File: src/rtl/ps2_pkg.sv
// ps2_pkg
//   Shared definitions for the PS/2 frame receiver:
//   - one-hot receiver state encoding
//   - parity mode selectors
//   - parity_ok() helper used by the frame checker
package ps2_pkg;

  typedef logic [3:0] state_t;

  localparam state_t ST_IDLE   = 4'b0001;
  localparam state_t ST_DATA   = 4'b0010;
  localparam state_t ST_PARITY = 4'b0100;
  localparam state_t ST_STOP   = 4'b1000;

  localparam int PARITY_NONE = 0;
  localparam int PARITY_ODD  = 1;
  localparam int PARITY_EVEN = 2;

  // data_xor is the XOR reduction of the received data bits. With no
  // parity bit in the frame every frame is considered parity-clean.
  function automatic logic parity_ok(input logic data_xor,
                                     input logic par_bit,
                                     input int   mode);
    logic total;
    total = data_xor ^ par_bit;
    case (mode)
      PARITY_ODD:  return total;
      PARITY_EVEN: return ~total;
      default:     return 1'b1;
    endcase
  endfunction

endpackage

File: src/rtl/ps2_rx_fifo.sv
// ps2_rx_fifo
//   Synchronous show-ahead FIFO for received PS/2 bytes.
//   Ports:
//     clk, reset       system clock, synchronous active-high reset
//     push, wr_data    write request and data (ignored when full unless
//                      a pop happens in the same cycle)
//     pop              advance the head (ignored when empty)
//     rd_data          current head, forced to 0 while empty
//     full, empty      status flags
//     count            number of entries held (0..FIFO_DEPTH)
module ps2_rx_fifo #(
  parameter int DATA_BITS  = 8,
  parameter int FIFO_DEPTH = 4
) (
  input  logic                            clk,
  input  logic                            reset,
  input  logic                            push,
  input  logic [DATA_BITS-1:0]            wr_data,
  input  logic                            pop,
  output logic [DATA_BITS-1:0]            rd_data,
  output logic                            full,
  output logic                            empty,
  output logic [$clog2(FIFO_DEPTH+1)-1:0] count
);

  localparam int PTR_W = $clog2(FIFO_DEPTH);
  localparam int CNT_W = $clog2(FIFO_DEPTH + 1);

  logic [DATA_BITS-1:0] mem [FIFO_DEPTH];
  logic [PTR_W-1:0]     wr_ptr;
  logic [PTR_W-1:0]     rd_ptr;
  logic                 do_push;
  logic                 do_pop;

  assign full    = (count == CNT_W'(FIFO_DEPTH));
  assign empty   = (count == '0);
  assign do_pop  = pop && !empty;
  // When full, the write slot equals the head slot; a simultaneous pop
  // frees it in the same cycle, so the write is safe.
  assign do_push = push && (!full || do_pop);

  assign rd_data = empty ? '0 : mem[rd_ptr];

  always_ff @(posedge clk) begin
    if (reset) begin
      wr_ptr <= '0;
      rd_ptr <= '0;
      count  <= '0;
    end else begin
      if (do_push) wr_ptr <= wr_ptr + 1'b1;
      if (do_pop)  rd_ptr <= rd_ptr + 1'b1;
      case ({do_push, do_pop})
        2'b10:   count <= count + 1'b1;
        2'b01:   count <= count - 1'b1;
        default: count <= count;
      endcase
    end
  end

  always_ff @(posedge clk) begin
    if (do_push) mem[wr_ptr] <= wr_data;
  end

endmodule

File: src/rtl/ps2_frame_receiver.sv
// ps2_frame_receiver
//   Receives PS/2 device-to-host frames (start, DATA_BITS data LSB first,
//   optional parity, stop) sampled on pre-detected PS/2 clock edges.
//   Checks parity and stop bit, aborts a frame when the gap between edges
//   reaches TIMEOUT_CYCLES, and queues good frames in a show-ahead FIFO.
//
//   Ports:
//     clk, reset     system clock, synchronous active-high reset
//     rx_enable      allow new frames to start (a running frame completes)
//     clk_edge       one-cycle pulse at PS/2 clock falling edge
//     ps2_data       synchronised PS/2 data line
//     rd_en          pop the FIFO head
//     rx_data        FIFO head, valid while rx_valid
//     rx_valid       FIFO not empty
//     fifo_count     entries held
//     busy           frame in progress
//     parity_err     one-cycle pulse, parity mismatch
//     frame_err      one-cycle pulse, bad stop bit or inter-bit timeout
//     overflow       one-cycle pulse, good frame dropped (FIFO full)
//
//   state  | meaning
//   -------+---------------------------------------------------------
//   IDLE   | waiting for a start bit (data low on an edge, rx_enable)
//   DATA   | shifting in DATA_BITS data bits, LSB first
//   PARITY | capturing the parity bit
//   STOP   | checking the stop bit and pushing/flagging the frame
module ps2_frame_receiver
  import ps2_pkg::*;
#(
  parameter int DATA_BITS      = 8,
  parameter int PARITY_MODE    = PARITY_ODD,
  parameter int TIMEOUT_CYCLES = 5000,
  parameter int FIFO_DEPTH     = 4
) (
  input  logic                            clk,
  input  logic                            reset,
  input  logic                            rx_enable,
  input  logic                            clk_edge,
  input  logic                            ps2_data,
  input  logic                            rd_en,
  output logic [DATA_BITS-1:0]            rx_data,
  output logic                            rx_valid,
  output logic [$clog2(FIFO_DEPTH+1)-1:0] fifo_count,
  output logic                            busy,
  output logic                            parity_err,
  output logic                            frame_err,
  output logic                            overflow
);

  localparam int BIT_CNT_W = $clog2(DATA_BITS + 1);
  localparam int TMR_W     = (TIMEOUT_CYCLES > 1) ? $clog2(TIMEOUT_CYCLES) : 1;
  localparam logic [BIT_CNT_W-1:0] LAST_BIT = BIT_CNT_W'(DATA_BITS - 1);
  localparam logic [TMR_W-1:0]     TMR_LAST = TMR_W'(TIMEOUT_CYCLES - 1);

  state_t                 state;
  state_t                 state_nxt;
  logic [BIT_CNT_W-1:0]   bit_cnt;
  logic [TMR_W-1:0]       timer;
  logic [DATA_BITS-1:0]   sh;
  logic                   par_bit;

  logic                   start_det;
  logic                   timeout;
  logic                   stop_edge;
  logic                   stop_bad;
  logic                   par_bad;
  logic                   frame_good;
  logic                   fifo_push;
  logic                   fifo_pop;
  logic                   fifo_full;
  logic                   fifo_empty;
  logic                   parity_err_nxt;
  logic                   frame_err_nxt;
  logic                   overflow_nxt;

  assign start_det = (state == ST_IDLE) && clk_edge && !ps2_data && rx_enable;
  // An edge in the same cycle as terminal count keeps the frame alive.
  assign timeout   = (state != ST_IDLE) && !clk_edge && (timer == TMR_LAST);
  assign fifo_pop  = rd_en && !fifo_empty;

  // State register
  always_ff @(posedge clk) begin
    if (reset) state <= ST_IDLE;
    else       state <= state_nxt;
  end

  // Next-state logic
  always_comb begin
    state_nxt = state;
    case (state)
      ST_IDLE: begin
        if (start_det) state_nxt = ST_DATA;
      end
      ST_DATA: begin
        if (timeout) state_nxt = ST_IDLE;
        else if (clk_edge && bit_cnt == LAST_BIT)
          state_nxt = (PARITY_MODE == PARITY_NONE) ? ST_STOP : ST_PARITY;
      end
      ST_PARITY: begin
        if (timeout)       state_nxt = ST_IDLE;
        else if (clk_edge) state_nxt = ST_STOP;
      end
      ST_STOP: begin
        if (timeout)       state_nxt = ST_IDLE;
        else if (clk_edge) state_nxt = ST_IDLE;
      end
      default: state_nxt = ST_IDLE;
    endcase
  end

  // Output / frame-check logic
  always_comb begin
    busy           = (state != ST_IDLE);
    stop_edge      = (state == ST_STOP) && clk_edge;
    stop_bad       = !ps2_data;
    par_bad        = (PARITY_MODE != PARITY_NONE) &&
                     !parity_ok(^sh, par_bit, PARITY_MODE);
    // Stop-bit errors take priority so each frame raises at most one pulse.
    frame_err_nxt  = timeout || (stop_edge && stop_bad);
    parity_err_nxt = stop_edge && !stop_bad && par_bad;
    frame_good     = stop_edge && !stop_bad && !par_bad;
    overflow_nxt   = frame_good && fifo_full && !fifo_pop;
    fifo_push      = frame_good && (!fifo_full || fifo_pop);
  end

  // Shift register, counters and registered error pulses
  always_ff @(posedge clk) begin
    if (reset) begin
      bit_cnt    <= '0;
      timer      <= '0;
      sh         <= '0;
      par_bit    <= 1'b0;
      parity_err <= 1'b0;
      frame_err  <= 1'b0;
      overflow   <= 1'b0;
    end else begin
      if (state == ST_IDLE || clk_edge || timeout) timer <= '0;
      else                                         timer <= timer + 1'b1;

      if (start_det)                        bit_cnt <= '0;
      else if (state == ST_DATA && clk_edge) bit_cnt <= bit_cnt + 1'b1;

      if (state == ST_DATA && clk_edge)   sh      <= {ps2_data, sh[DATA_BITS-1:1]};
      if (state == ST_PARITY && clk_edge) par_bit <= ps2_data;

      parity_err <= parity_err_nxt;
      frame_err  <= frame_err_nxt;
      overflow   <= overflow_nxt;
    end
  end

  ps2_rx_fifo #(
    .DATA_BITS  (DATA_BITS),
    .FIFO_DEPTH (FIFO_DEPTH)
  ) u_fifo (
    .clk     (clk),
    .reset   (reset),
    .push    (fifo_push),
    .wr_data (sh),
    .pop     (rd_en),
    .rd_data (rx_data),
    .full    (fifo_full),
    .empty   (fifo_empty),
    .count   (fifo_count)
  );

  assign rx_valid = !fifo_empty;

endmodule

File: config.mk
export PLATFORM = sky130hd
export DESIGN_NAME = ps2_frame_receiver
export DESIGN_NICKNAME = d
export VERILOG_FILES = /design/src/rtl/ps2_pkg.sv /design/src/rtl/ps2_rx_fifo.sv /design/src/rtl/ps2_frame_receiver.sv
export SDC_FILE = /design/constraint.sdc
export NUM_CORES = 1
export LEC_CHECK = 0
export BUFFER_PORTS_ARGS = -buffer_cell sky130_fd_sc_hd__buf_2
export CORE_MARGIN = 5
export CORE_UTILIZATION = 40
export CTS_CLUSTER_DIAMETER = 60
export CTS_CLUSTER_SIZE = 28
export DETAILED_ROUTE_END_ITERATION = 12
export PLACE_DENSITY = 0.69
export SYNTH_ARGS = -nofsm -noshare
export SYNTH_HDL_FRONTEND = slang
export SYNTH_HIERARCHICAL = 1
export SYNTH_SLANG_ARGS = --single-unit
File: constraint.sdc
create_clock -name clk -period 6.6 [get_ports clk]
set_clock_uncertainty 0.05 [all_clocks]
set_input_delay 0.99 -clock clk [delete_from_list [all_inputs] [get_ports clk]]
set_output_delay 0.99 -clock clk [all_outputs]
set_load 0.03 [all_outputs]
==> impl_results.html <==
<table>
<tr><th>Metric</th><th>Value</th></tr>
<tr><th colspan="2">Synthesis</th></tr>
<tr><td>Fraction of registers with async set or reset after synthesis</td><td>0</td></tr>
<tr><td>Yosys warning count</td><td>6</td></tr>
<tr><td>Syn avg cell area</td><td>around 11 um2</td></tr>
<tr><td>Number of enable-type register cells in the synthesized netlist</td><td>32</td></tr>
<tr><td>Net Count, Synth</td><td>306</td></tr>
<tr><td>Synth top area cells</td><td>edfxtp_1 (29%), dfxtp_1 (25%), mux4_2 (5.4%), nor2_1 (3.4%), xnor2_1 (2.9%)</td></tr>
<tr><td>Synthesized cell area</td><td>approximately 3300 um2</td></tr>
<tr><td>Cell taking the most area after synthesis</td><td>edfxtp_1</td></tr>
<tr><td>Flops &amp; latches, synth</td><td>74</td></tr>
<tr><td>Share of the synthesized area in the top cell type</td><td>0.291</td></tr>
<tr><td>Post-synthesis cell count</td><td>293</td></tr>
<tr><td>Top post-synthesis cells by count</td><td>dfxtp_1 (42), edfxtp_1 (32), nor2_1 (30), nand2_1 (19), nand3_1 (18)</td></tr>
<tr><td>Netlist cell types</td><td>50</td></tr>
<tr><td>Prevailing post-synth register cell</td><td>dfxtp_1</td></tr>
<tr><td>Part of the Yosys area used for sequential elements</td><td>0.545</td></tr>
<tr><td>Most frequent cell after synthesis</td><td>dfxtp_1</td></tr>
<tr><th colspan="2">Finish</th></tr>
<tr><td>Share of cells above drive strength 1</td><td>0.181</td></tr>
<tr><td>Area added between synthesis and finish</td><td>11.7%</td></tr>
<tr><td>Cell Count, Final, Fillers Out</td><td>420</td></tr>
<tr><td>Net total in the final layout</td><td>323</td></tr>
<tr><td>Count of antenna diodes in the layout</td><td>0</td></tr>
<tr><th colspan="2">Setup path</th></tr>
<tr><td>Endpoint arrival time on the critical path</td><td>1.93 ns</td></tr>
<tr><td>Category of the critical setup timing path</td><td>flop to output port</td></tr>
<tr><td>Kind of capture point of the worst setup path</td><td>output port</td></tr>
<tr><td>Maximum fanout count along the critical path</td><td>8</td></tr>
<tr><td>Data required, critical path</td><td>5.56 ns</td></tr>
<tr><td>Startpoint types</td><td>flop</td></tr>
<tr><th colspan="2">Placement</th></tr>
<tr><td>RD Place Congestion</td><td>0.714</td></tr>
<tr><td>Dpl hpwl</td><td>3930 um</td></tr>
<tr><td>Buffers added on ports</td><td>21</td></tr>
<tr><td>Placed Cells</td><td>404</td></tr>
<tr><th colspan="2">Floorplanning</th></tr>
<tr><td>Placement Rows</td><td>33</td></tr>
<tr><td>Die height</td><td>101 um</td></tr>
<tr><td>Die ar.</td><td>about 10000 um2</td></tr>
<tr><td>Effective utilization at floorplan</td><td>0.407</td></tr>
<tr><td>Core Region</td><td>8130 um2</td></tr>
<tr><td>Die width</td><td>101 um</td></tr>
<tr><td>Number of top-level pins</td><td>22</td></tr>
<tr><th colspan="2">Clock tree</th></tr>
<tr><td>Clock latency on the worst-skew pair</td><td>0.34 ns</td></tr>
<tr><td>Hold-fix buffer count after cts</td><td>0</td></tr>
<tr><td>Root Driver</td><td>clkbuf_8</td></tr>
<tr><td>TritonCTS buffer count</td><td>9</td></tr>
<tr><td>Clock transition time at the flip-flop clock pins of the worst setup and hold paths</td><td>0.07 ns</td></tr>
<tr><td>Deepest level of the CTS H-tree</td><td>3</td></tr>
<tr><td>Clock tree sinks</td><td>74</td></tr>
<tr><td>Clock tree from TritonCTS</td><td>built</td></tr>
<tr><td>CTS resizes</td><td>0</td></tr>
<tr><td>CTS max path bufs</td><td>2</td></tr>
<tr><td>Post-CTS setup-driven buffer insertion count</td><td>0</td></tr>
<tr><th colspan="2">Routing</th></tr>
<tr><td>Drt initial violations</td><td>116</td></tr>
<tr><td>Via-to-Cell Ratio</td><td>5.11</td></tr>
<tr><td>Average detailed-routed wire length per instance</td><td>13.8 um</td></tr>
<tr><td>First drt pass iteration count</td><td>4</td></tr>
<tr><td>Total via count after detailed routing</td><td>about 2100</td></tr>
<tr><td>ANT nets after route</td><td>0</td></tr>
<tr><td>Drt drc</td><td>0</td></tr>
<tr><td>Sum of routed wire length over all layers</td><td>5780 um</td></tr>
<tr><th colspan="2">Pwr</th></tr>
<tr><td>Power per standard cell area</td><td>237 nW/um2</td></tr>
<tr><td>Total leakage power</td><td>between 1 and 1.5 nW</td></tr>
<tr><td>Highest ir drop seen on vdd</td><td>approximately 0.16 mV</td></tr>
<tr><th colspan="2">Min path</th></tr>
<tr><td>Hold/Removal Path Class</td><td>flop to flop</td></tr>
<tr><th colspan="2">STA</th></tr>
<tr><td>Post-layout min period</td><td>a little under 3 ns</td></tr>
<tr><td>Actual transition at the worst max-transition pin</td><td>0.795 ns</td></tr>
<tr><td>Hold Vio Cnt, Final</td><td>0</td></tr>
<tr><td>Setup violation total in the final timing report</td><td>0</td></tr>
<tr><td>Fmax achieved</td><td>0.337 GHz</td></tr>
<tr><td>Max-slew violation total from the final report</td><td>0</td></tr>
<tr><td>RSZ-0062 raised after global routing</td><td>false</td></tr>
<tr><td>Worst slew margin relative to its limit</td><td>0.467</td></tr>
<tr><td>Final setup TNS</td><td>0 ns</td></tr>
<tr><td>Share of the cycle needed by the critical path after routing</td><td>0.450</td></tr>
<tr><th colspan="2">GRT</th></tr>
<tr><td>Initial antenna violation count</td><td>0</td></tr>
<tr><td>Vias in the first global route</td><td>slightly below 2000</td></tr>
<tr><td>Maximum number of pins on one net before global-route repair</td><td>27</td></tr>
<tr><td>Wire length of the first global-routing pass</td><td>9560 um</td></tr>
<tr><td>Remaining Overflow, GRT</td><td>0</td></tr>
<tr><td>Total track usage</td><td>0.121</td></tr>
<tr><th colspan="2">Flow run</th></tr>
<tr><td>Max-cap viol count</td><td>0</td></tr>
<tr><th colspan="2">Run status</th></tr>
<tr><td>Status</td><td>completed</td></tr>
</table>
==> state kept, by name (all words and copies together) (netlist names), named ones only <==
name / flops
u_fifo/count: 3
parity_err: 1
sh: 8
par_bit: 1
u_fifo/wr_ptr: 2
u_fifo/rd_ptr: 2
timer: 13
state: 4
overflow: 1
bit_cnt: 4
u_fifo/mem: 32
frame_err: 1
==> metrics by stage <==
| stage | utilization | power, mW | hold WS [ns] | area [um2] | setup slack [ns] |
|---|---|---|---|---|---|
| after global placement | 0.427 | 0.505 | 0.379 | 3470 | 3.67 |
| after CTS | 0.454 | 0.888 | 0.400 | 3690 | 3.57 |
| after detailed placement | 0.427 | 0.505 | 0.389 | 3470 | 3.56 |
| final | 0.454 | 0.876 | 0.398 | 3690 | 3.63 |
| after global routing | 0.454 | 0.913 | 0.417 | 3690 | 3.48 |
| after floorplan | - | 0.500 | 0.368 | 3310 | 3.59 |
==> power breakdown <==
group | switching, mW | total [mW] | leakage [nW] | internal, mW
registers | 0.00182 | 0.476 | 0.671 | 0.474
clock network | 0.168 | 0.382 | 0.0987 | 0.213
logic | 0.0127 | 0.0189 | 0.516 | 0.00628
==> worst max-delay path: stages (launching register included) <==
cell and delay (ns):
dfxtp_1 0.67, mux4_2 0.56, nor2b_1 0.15, buf_2 0.21
==> layout make-up <==
type                    instances  area, um2
fillers                       751       4440
flip-flops and latches         74       1800
multi-input cells             193       1390
well taps                     105        131
clock buffers                  10        128
repair buffers                 22        113
clock inverters                 6       91.3
inverters                      10       37.5
==> logic make-up after synthesis <==
logic type / after synthesis / synth area share
xor+xnor: 22 / 0.0583
buf+inv: 26 / 0.0348
flops: 74 / 0.545
mux: 11 / 0.0643
simple gates: 116 / 0.197
compound gates: 37 / 0.0723
fa+ha+maj: 7 / 0.0288
==> worst paths after layout <==
path                                 startpoint         endpoint  slack (ns)  cells past startpoint
worst max-delay path                       flop       rx_data[6]        3.63                      3
worst min-delay path                   timer[0]         timer[0]        0.40                      1
worst max register to register  u_fifo/count[2]  u_fifo/count[2]        3.74                     10
worst min register to register         timer[0]         timer[0]        0.40                      1
==> layer usage <==
layer | share of wire | vias to the layer above | GRT usage
met2 | 0.48 | 48 | 0.187
li1 | - | 1083 | -
met5 | 0 | - | 0
met3 | 0.054 | 8 | 0.0401
met1 | 0.46 | 1009 | 0.160
met4 | 0.013 | 0 | 0.0399
==> placed cells by master (no fill, tap or decap), types with 5 or more instances in the layout <==
cell,instances
dfxtp_1,42
edfxtp_1,32
nor2_1,30
buf_2,21
nand2_1,19
nand3_1,18
a21oi_1,17
xnor2_1,11
xor2_1,11
inv_1,10
clkbuf_8,9
nor2b_1,9
mux4_2,8
nor4b_1,7
o21ai_0,7
ha_1,6
and3_1,5
nand2b_1,5
Note: power is estimated with default switching activity, not from simulation.
